[config.mk]
export PLATFORM = sky130hd
export DESIGN_NAME = dispense_arbiter
export DESIGN_NICKNAME = d
export VERILOG_FILES = /design/src/rtl/dispense_pkg.sv /design/src/rtl/pending_counter.sv /design/src/rtl/dispense_arbiter.sv
export SDC_FILE = /design/constraint.sdc
export NUM_CORES = 1
export LEC_CHECK = 0
export ABC_AREA = 1
export CORE_UTILIZATION = 50
export DETAILED_ROUTE_END_ITERATION = 8
export PLACE_DENSITY = 0.75
export SETUP_SLACK_MARGIN = 0.02
export SLEW_MARGIN = 20
export SYNTH_ARGS = -nofsm -noshare
export SYNTH_HDL_FRONTEND = slang
export SYNTH_HIERARCHICAL = 1
export SYNTH_SLANG_ARGS = --single-unit
[constraint.sdc]
create_clock -name clk -period 3.6 [get_ports clk]
set_input_delay 0.36 -clock clk [delete_from_list [all_inputs] [get_ports clk]]
set_output_delay 0.36 -clock clk [all_outputs]
set_load 0.01 [all_outputs]
[src/rtl/dispense_pkg.sv]
// Shared encodings for the dispense arbiter: command types, FSM states, channel IDs.
package dispense_pkg;

  // Command codes double as the counter index within a channel.
  typedef enum logic [1:0] {
    CMD_BOTTLE = 2'b00,
    CMD_R1     = 2'b01,
    CMD_R5     = 2'b10
  } cmd_type_e;

  typedef enum logic [1:0] {
    StIdle,
    StIssue,
    StGap,
    StFault
  } state_e;

  localparam logic CH_A = 1'b0;
  localparam logic CH_B = 1'b1;

  // Priority within a channel: bottle first, then the larger coin.
  // pend bit order matches the command code: [0] bottle, [1] R1, [2] R5.
  function automatic cmd_type_e pick_type(input logic [2:0] pend);
    if (pend[0]) return CMD_BOTTLE;
    if (pend[2]) return CMD_R5;
    return CMD_R1;
  endfunction

endpackage

[src/rtl/pending_counter.sv]
// Saturating up/down counter of outstanding requests for one channel/command pair.
module pending_counter #(
  parameter int unsigned CntW = 4
) (
  input  logic            clk_i,
  input  logic            rst_ni,
  input  logic            inc_i,
  input  logic            dec_i,
  output logic [CntW-1:0] count_o,
  output logic            sat_hit_o
);

  localparam logic [CntW-1:0] MaxCount = '1;

  logic [CntW-1:0] count_q, count_d;

  // Next count; simultaneous inc and dec cancel, so only a lone inc can saturate.
  always_comb begin
    count_d   = count_q;
    sat_hit_o = 1'b0;
    if (inc_i && !dec_i) begin
      if (count_q == MaxCount) begin
        sat_hit_o = 1'b1;
      end else begin
        count_d = count_q + 1'b1;
      end
    end else if (dec_i && !inc_i && (count_q != '0)) begin
      count_d = count_q - 1'b1;
    end
  end

  // Count register.
  always_ff @(posedge clk_i or negedge rst_ni) begin
    if (!rst_ni) begin
      count_q <= '0;
    end else begin
      count_q <= count_d;
    end
  end

  assign count_o = count_q;

endmodule

[src/rtl/dispense_arbiter.sv]
// Round-robin arbiter sharing one dispense mechanism between soda channels A and B.
module dispense_arbiter
  import dispense_pkg::*;
#(
  parameter int unsigned CNT_W   = 4,
  parameter int unsigned TIMEOUT = 255
) (
  input  logic       clk,
  input  logic       reset,
  input  logic       bottle_a,
  input  logic       r1_a,
  input  logic       r5_a,
  input  logic       bottle_b,
  input  logic       r1_b,
  input  logic       r5_b,
  input  logic       cmd_ack,
  output logic       cmd_valid,
  output logic [1:0] cmd_type,
  output logic       cmd_ch,
  output logic       busy_a,
  output logic       busy_b,
  output logic       ovf_a,
  output logic       ovf_b,
  output logic       fault
);

  localparam int unsigned TmrW = 16;
  localparam logic [TmrW-1:0] TmrLast = TmrW'(TIMEOUT - 1);

  // Flat index: channel*3 + command code.
  logic [5:0] req, dec, nz, sat;
  logic [CNT_W-1:0] cnt [6];

  assign req = {r5_b, r1_b, bottle_b, r5_a, r1_a, bottle_a};

  for (genvar i = 0; i < 6; i++) begin : g_cnt
    pending_counter #(
      .CntW(CNT_W)
    ) u_cnt (
      .clk_i    (clk),
      .rst_ni   (reset),
      .inc_i    (req[i]),
      .dec_i    (dec[i]),
      .count_o  (cnt[i]),
      .sat_hit_o(sat[i])
    );
    assign nz[i] = |cnt[i];
  end

  state_e          state_q, state_d;
  cmd_type_e       cmd_type_q, cmd_type_d, sel_type;
  logic            cmd_ch_q, cmd_ch_d, sel_ch;
  logic            cmd_valid_q, cmd_valid_d;
  logic            fault_q, fault_d;
  logic            rr_q, rr_d;
  logic            ovf_a_q, ovf_a_d, ovf_b_q, ovf_b_d;
  logic [TmrW-1:0] timer_q, timer_d;
  logic [2:0]      dec_idx;

  // Channel choice: preferred channel if it has work, else the other one.
  always_comb begin
    if (rr_q == CH_A) begin
      sel_ch = (|nz[2:0]) ? CH_A : CH_B;
    end else begin
      sel_ch = (|nz[5:3]) ? CH_B : CH_A;
    end
    sel_type = pick_type((sel_ch == CH_B) ? nz[5:3] : nz[2:0]);
  end

  // FSM next state, registered outputs, and the decrement strobe on ack.
  always_comb begin
    state_d     = state_q;
    cmd_type_d  = cmd_type_q;
    cmd_ch_d    = cmd_ch_q;
    cmd_valid_d = 1'b0;
    fault_d     = fault_q;
    rr_d        = rr_q;
    timer_d     = timer_q;
    ovf_a_d     = ovf_a_q | (|sat[2:0]);
    ovf_b_d     = ovf_b_q | (|sat[5:3]);
    dec         = '0;
    dec_idx     = (cmd_ch_q ? 3'd3 : 3'd0) + {1'b0, cmd_type_q};
    unique case (state_q)
      StIdle: begin
        if (|nz) begin
          state_d     = StIssue;
          cmd_valid_d = 1'b1;
          cmd_type_d  = sel_type;
          cmd_ch_d    = sel_ch;
          timer_d     = '0;
        end
      end
      StIssue: begin
        if (cmd_ack) begin
          dec[dec_idx] = 1'b1;
          rr_d         = ~cmd_ch_q;
          state_d      = StGap;
        end else if (timer_q == TmrLast) begin
          state_d = StFault;
          fault_d = 1'b1;
        end else begin
          cmd_valid_d = 1'b1;
          timer_d     = timer_q + 1'b1;
        end
      end
      StGap: begin
        state_d = StIdle;
      end
      StFault: begin
        fault_d = 1'b1;
      end
      default: begin
        state_d = StIdle;
      end
    endcase
  end

  // All control and output state.
  always_ff @(posedge clk or negedge reset) begin
    if (!reset) begin
      state_q     <= StIdle;
      cmd_type_q  <= CMD_BOTTLE;
      cmd_ch_q    <= CH_A;
      cmd_valid_q <= 1'b0;
      fault_q     <= 1'b0;
      rr_q        <= CH_A;
      timer_q     <= '0;
      ovf_a_q     <= 1'b0;
      ovf_b_q     <= 1'b0;
    end else begin
      state_q     <= state_d;
      cmd_type_q  <= cmd_type_d;
      cmd_ch_q    <= cmd_ch_d;
      cmd_valid_q <= cmd_valid_d;
      fault_q     <= fault_d;
      rr_q        <= rr_d;
      timer_q     <= timer_d;
      ovf_a_q     <= ovf_a_d;
      ovf_b_q     <= ovf_b_d;
    end
  end

  assign cmd_valid = cmd_valid_q;
  assign cmd_type  = cmd_type_q;
  assign cmd_ch    = cmd_ch_q;
  assign fault     = fault_q;
  assign ovf_a     = ovf_a_q;
  assign ovf_b     = ovf_b_q;
  assign busy_a    = |nz[2:0];
  assign busy_b    = |nz[5:3];

endmodule

### Word-level counts from Yosys, hierarchy flattened

Cells that the tools add are included.

| storage, ports and cells | value |
|---|---|
| bits in registers | 50 |
| input bits | 9 |
| logic and storage cells | 185 |
| output and inout bits | 9 |

| cells by class | value |
|---|---|
| equal/unequal tests | 21 |
| magnitude comparators | 2 |
| reductions and logical operators | 69 |
| multiplexer cells | 61 |
| add/sub/neg operators | 14 |
| bitwise logic cells | 3 |

Operators with widths:

| operator | count |
|---|---|
| two-way mux 4 bit | 18 |
| two-way mux 16 bit | 3 |
| one-hot mux 16 bit (2 select lines) | 1 |
| adder 4 x 1 -> 4 bit, second input constant | 6 |
| == test 4 bit, second input constant | 6 |
| two-way mux 1 bit | 24 |
| nonzero test 4 bit | 6 |
| OR reduction 12 bit | 2 |
| OR reduction 24 bit | 1 |
| OR reduction 4 bit | 6 |
| subtractor 4 x 1 -> 4 bit, second input constant | 6 |
| != test 2 bit, second input constant | 10 |
| logical AND 1 bit | 19 |
| adder 16 x 1 -> 16 bit, second input constant | 1 |
| == test 16 x 8 -> 1 bit, second input constant | 1 |
| two-way mux 2 bit | 8 |
| AND reduction 2 bit | 8 |
| nonzero test 2 bit | 8 |
| zero test 1 bit | 12 |
| two-way mux 6 bit | 2 |
| one-hot mux 2 bit (3 select lines) | 1 |
| AND reduction 3 bit | 2 |
| OR reduction 3 bit | 2 |
| == test 2 bit, second input constant | 2 |
| 13 further kinds | 15 |

### Logic depth before layout (Yosys ltp)

| depth | value |
|---|---|
| word-level depth | 13 |
| mapped depth | 16 |
| depth with buffers taken out | 16 |

### Hierarchy

Netlist, hierarchy kept.

By module, submodules not included:

| module | cells an instance | sequential area each (um2) | times used | area each (um2) |
|---|---|---|---|---|
| dispense_arbiter | 243 | 650.6 | 1 | 1765.4 |
| pending_counter (g_cnt[1].u_cnt ...) | 46 | 100.1 | 4 | 315.3 |
| pending_counter (g_cnt[0].u_cnt ...) | 52 | 100.1 | 2 | 340.3 |

### Least setup slack after synthesis

Ideal clock, no wire load.

| path | value |
|---|---|
| path type | flip-flop to flip-flop |
| start | register cmd_ch_q, in the netlist cmd_ch |
| end | register g_cnt[4].u_cnt.count_q[3] |
| arrival time | 2285 ps |
| data required time | 3483 ps |
| clock period less this slack | 2402 ps |
| cell stages (with the launch flop) | 14 |
| path buffers | 0 |
| slack | 1198 ps |
| library setup time | 117 ps |
| cell sequence | dfrtp_1 -> ha_1 -> fa_1 -> inv_1 -> nand2_1 -> nor3_1 -> inv_1 -> nand2_2 -> ha_1 -> or2_0 -> nand2_1 -> nand2_1 -> nand3_1 -> nand2_1 |

| on the way | value |
|---|---|
| word-level cells in the longest chain between the ends | 12 |
| elaborated cells on any way between the ends | 17 |
| those cells by class | add/sub (1); order compare (2); eq/ne (1); mux (6); reduce/logical (7) |

Ends and longest elaborated chain:

| what | line | RTL |
|---|---|---|
| start: declaration | dispense_arbiter.sv:52 | `logic cmd_ch_q, cmd_ch_d, sel_ch;` |
| start signal: assignment | dispense_arbiter.sv:133 | `cmd_ch_q <= cmd_ch_d;` |
| two-way mux 2 bit (*) | dispense_arbiter.sv:82 | `dec_idx = (cmd_ch_q ? 3'd3 : 3'd0) + {1'b0, cmd_type_q};` |
| adder 2 x 2 -> 3 bit (*) | dispense_arbiter.sv:82 |  |
| < comparator 3 x 4 -> 1 bit (implied by the code) or greater-or-equal comparator 3 x 1 -> 1 bit (tied branches) | dispense_arbiter.sv:95 | `dec[dec_idx] = 1'b1;` |
| logical AND 1 bit (implied by the code) | dispense_arbiter.sv:95 |  |
| two-way mux 1 bit (implied by the code) | dispense_arbiter.sv:95 |  |
| demux 1 bit (select 3 bit) (*) | dispense_arbiter.sv:95 |  |
| two-way mux 6 bit (*) | dispense_arbiter.sv:94 | `if (cmd_ack) begin` |
| two-way mux 6 bit (*) | dispense_arbiter.sv:83 | `unique case (state_q)` |
| named net dec[4] | dispense_arbiter.sv:31 | `logic [5:0] req, dec, nz, sat;` |
| zero test 1 bit or logical AND 1 bit (tied branches) | pending_counter.sv:21, pending_counter.sv:27 |  |
| logical AND 1 bit (on tied branches) | pending_counter.sv:21, pending_counter.sv:27 |  |
| != test 2 bit (no line) or nonzero test 2 bit (tied branches) | - |  |
| AND reduction 2 bit (no line) | - |  |
| end signal: assignment | pending_counter.sv:37 | `count_q <= count_d;` |
| end: declaration | pending_counter.sv:15 | `logic [CntW-1:0] count_q, count_d;` |

Mark *: on every way through the listed nets, which the timed path passes. The rest lies on a longest branch.
A chain may end at the register's enable or synchronous reset.

### Worst setup path in the final report

| path | value |
|---|---|
| start | register state_q[0] |
| end | register g_cnt[4].u_cnt.count_q[3] |

| on the way | value |
|---|---|
| word-level cells in the longest chain between the ends | 6 |
| elaborated cells on any way between the ends | 10 |
| those cells by class | eq/ne (2); mux (2); reduce/logical (6) |

Ends and longest elaborated chain:

| what | line | RTL |
|---|---|---|
| start: declaration | dispense_arbiter.sv:50 | `state_e state_q, state_d;` |
| start signal: assignment | dispense_arbiter.sv:121 | `state_q <= StIdle;` |
| start signal: assignment | dispense_arbiter.sv:131 | `state_q <= state_d;` |
| == test 2 x 1 -> 1 bit (*) | dispense_arbiter.sv:83 |  |
| two-way mux 6 bit (*) | dispense_arbiter.sv:83 |  |
| named net dec[4] | dispense_arbiter.sv:31 |  |
| zero test 1 bit or logical AND 1 bit (tied branches) | pending_counter.sv:21, pending_counter.sv:27 |  |
| logical AND 1 bit (on tied branches) | pending_counter.sv:21, pending_counter.sv:27 |  |
| != test 2 bit (no line) or nonzero test 2 bit (tied branches) | - |  |
| AND reduction 2 bit (no line) | - |  |

Marks and branches as above.

==> results.sh <==
export IMPL_initial_core_util=0.514
export IMPL_grt_pass1_vias=3041
export IMPL_insertedDiodeCount=0
export IMPL_dp_hpwl_mm=5.72
export IMPL_cts_buffers=5
export IMPL_cts_sinks=50
export IMPL_setup_tns_ns=0
export IMPL_reg2reg_to="g_cnt[4].u_cnt/count_o[3]$_DFFE_PN0P_"
export IMPL_placementRows=31
export IMPL_cp_start_kind="flop"
export IMPL_yosysSeqAreaShare=0.337
export IMPL_crit_slowest_cell="dfrtp_1"
export IMPL_die_height_microns=88.1
export IMPL_yosys_area_top_type="dfrtp_1"
export IMPL_endpoint_kind="flop"
export IMPL_drt_first_pass_iters=4
export IMPL_dieArea_sq_um=7760
export IMPL_maxCapViolCount=0
export IMPL_vias=3256
export IMPL_holdWs_ns=0.0932
export IMPL_max_stage_delay_ns=0.40
export IMPL_wl_per_cell_microns=11.6
export IMPL_drcViolationCount=0
export IMPL_relSlewSlack=0.510
export IMPL_cts_clk_slew_worst_paths_ns=0.10
export IMPL_io_buffer_count=17
export IMPL_power_leakage_nw=2.06
export IMPL_cp_max_fo=12
export IMPL_cts_root_buf="clkbuf_8"
export IMPL_synth_edf_count=0
export IMPL_area_growth_pct=10.5
export IMPL_synth_common_cells="nand2_1 (188), nor2_1 (66), dfrtp_1 (50), inv_1 (46), nand3_1 (42)"
export IMPL_grt_max_degree=33
export IMPL_clockBufferDepth=2
export IMPL_cts_setup_buffers=0
export IMPL_r2r_cells=14
export IMPL_overflow=0
export IMPL_r2r_start="state_q[0]$_DFFE_PN0P_"
export IMPL_critical_path_class="reg2reg"
export IMPL_synth_cell_types=33
export IMPL_place_congestion=0.878
export IMPL_synth_area_sq_um=3710
export IMPL_placed_area_sq_um=3960
export IMPL_grt_use_total=0.217
export IMPL_wirelength_mm=7.57
export IMPL_setup_viol=0
export IMPL_core_area_sq_um=7210
export IMPL_rsz0062_at_grt="no"
export IMPL_cp_arrival_ns=2.85
export IMPL_pwr_density_cell_nw_per_um2=699
export IMPL_path_buf_inv=4
export IMPL_synthTopCellsByArea="dfrtp_1 (34%), nand2_1 (19%), nor2_1 (6.7%)"
export IMPL_min_period_over_period=0.734
export IMPL_hold_viol_final=0
export IMPL_cp_common_cell="inv_1"
export IMPL_die_w_microns=88.1
export IMPL_cp_required_ns=3.81
export IMPL_max_slew_worst_pin_slew_ns=0.735
export IMPL_hp_class="in2async"
export IMPL_synth_main_ff_cell="dfrtp_1"
export IMPL_vias_per_cell=5.00
export IMPL_insertion_delay_ns=0.31
export IMPL_detail_route_antenna_nets=0
export IMPL_syn_inst=531
export IMPL_drt_iter0_drc=142
export IMPL_h_tree_depth=2
export IMPL_nNetsFinal=583
export IMPL_max_vdd_ir_drop_mv=0.351
export IMPL_finalClockSkew_ns=0.00495
export IMPL_min_period_ns=2.64
export IMPL_r2r_setup_slack_ns=0.96
export IMPL_dpl_worst_slack_ns=0.966
export IMPL_fin_util=0.568
export IMPL_max_freq_mhz=379
export IMPL_ys_warn_count=6
export IMPL_status="finished clean"
export IMPL_synth_nets=563
export IMPL_final_area_sq_um=4100
export IMPL_cts_resized_gates=0
export IMPL_finalWorstSetupSlack_ns=0.958
export IMPL_antenna_found_initial=0
export IMPL_synth_top_cell_area_share=0.337
export IMPL_drive_gt1_frac=0.112
export IMPL_cp_cell_sequence="inv_1 -> nor2_4 -> inv_1 -> nor2_2 -> inv_1 -> nor3_1 -> inv_1 -> nand2_2 -> ha_1 -> or2_0 -> nand2_1 -> nand2_1 -> nand3_1 -> nand2_1"
export IMPL_synthMostInstantiatedCell="nand2_1"
export IMPL_cts_hold_buf=0
export IMPL_synth_ff_latch_count=50
export IMPL_cts_tree="done"
export IMPL_cp_top_family="simple AND/OR/NAND/NOR gates"
export IMPL_async_reset_ff_frac=1.00
export IMPL_final_max_slew_viol_count=0
export IMPL_avgSynthCellArea_sq_um=6.98
export IMPL_io_pins=18
export IMPL_grt_pass1_wl_mm=13.2
metal layers:
metal  routed length (microns)  global-route usage  up-vias
met5                         0                   0        -
met4                        36              0.0660        0
met1                      3550               0.281     1514
met2                      3700               0.370       44
met3                       281              0.0377        4
li1                          -                   -     1694
metrics by stage:
step                total power, W  std cells
floorplan                  0.00208        531
global placement           0.00232        643
detailed placement         0.00239        643
CTS                        0.00289        651
global route               0.00318        651
finish                     0.00286        651
kinds of logic after synthesis:
| logic type | count (synthesis) | share of synthesized area |
|---|---|---|
| adders and majority gates | 23 | 0.0918 |
| buffers and inverters | 68 | 0.0766 |
| DFF | 50 | 0.337 |
| xor gates and xnor gates | 17 | 0.0402 |
| and+or+nand+nor | 348 | 0.406 |
| AOI/OAI and AO/OA | 25 | 0.0479 |
worst register-to-register path, stage by stage, from the launching register on:
cell	delay, ns
dfrtp_1	0.40
inv_1	0.09
nor2_4	0.14
inv_1	0.23
nor2_2	0.27
inv_1	0.13
nor3_1	0.21
inv_1	0.13
nand2_2	0.16
ha_1	0.29
or2_0	0.23
nand2_1	0.07
nand2_1	0.05
nand3_1	0.08
nand2_1	0.05
area by class of cell:
| cell class | instances | area, sq um |
|---|---|---|
| sequential | 50 | 1250 |
| fill | 698 | 3120 |
| clock buffer | 5 | 68.8 |
| inverter | 63 | 239 |
| multi-input combinational | 413 | 2170 |
| clock inverter | 3 | 68.8 |
| timing repair buffer | 18 | 173 |
| tap | 99 | 124 |
flip-flops by register name (all words and copies together) (netlist names), 2 cells and up:
signal	flops
g_cnt.u_cnt/count_o	24
state_q	2
cmd_type	2
timer_q	16
placed cells by master, fill, tap and decap left out, drive strengths merged:
cell type | netlist | final
nand2 | 208 | 208
dfrtp | 50 | 50
or4 | 2 | 2
fa | 7 | 7
clkinv | 8 | 9
nand4 | 3 | 3
buf | 4 | 2
nor3b | 1 | 1
nor3 | 14 | 14
a31o | 1 | 1
ha | 16 | 16
clkdlybuf4s50 | 0 | 16
nor4 | 1 | 1
xor2 | 17 | 17
inv | 55 | 55
bufinv | 0 | 2
nand3 | 44 | 44
clkbuf | 1 | 5
or2 | 3 | 3
and2 | 2 | 2
o21ai | 21 | 21
nor2 | 70 | 70
a21oi | 3 | 3
where the power goes:
group | switching, W | total (W) | internal, W
logic | 0.000798 | 0.00133 | 0.000530
registers | 0.000294 | 0.00105 | 0.000754
clock network | 0.000207 | 0.000486 | 0.000279
how the worst max path moves through the flow:
stage / startpoint / end / depth (start not counted)
CTS: cmd_ch$_DFFE_PN0P_ / g_cnt[4].u_cnt/count_o[3]$_DFFE_PN0P_ / 13
global route: state_q[0]$_DFFE_PN0P_ / g_cnt[2].u_cnt/count_o[3]$_DFFE_PN0P_ / 16
global placement: cmd_ack / g_cnt[4].u_cnt/count_o[3]$_DFFE_PN0P_ / 13
finish: state_q[0]$_DFFE_PN0P_ / g_cnt[4].u_cnt/count_o[3]$_DFFE_PN0P_ / 14
floorplan: cmd_ch$_DFFE_PN0P_ / g_cnt[4].u_cnt/count_o[3]$_DFFE_PN0P_ / 13
detailed placement: cmd_ack / g_cnt[4].u_cnt/count_o[3]$_DFFE_PN0P_ / 13
No activity file was read; power rests on OpenSTA's default activity.
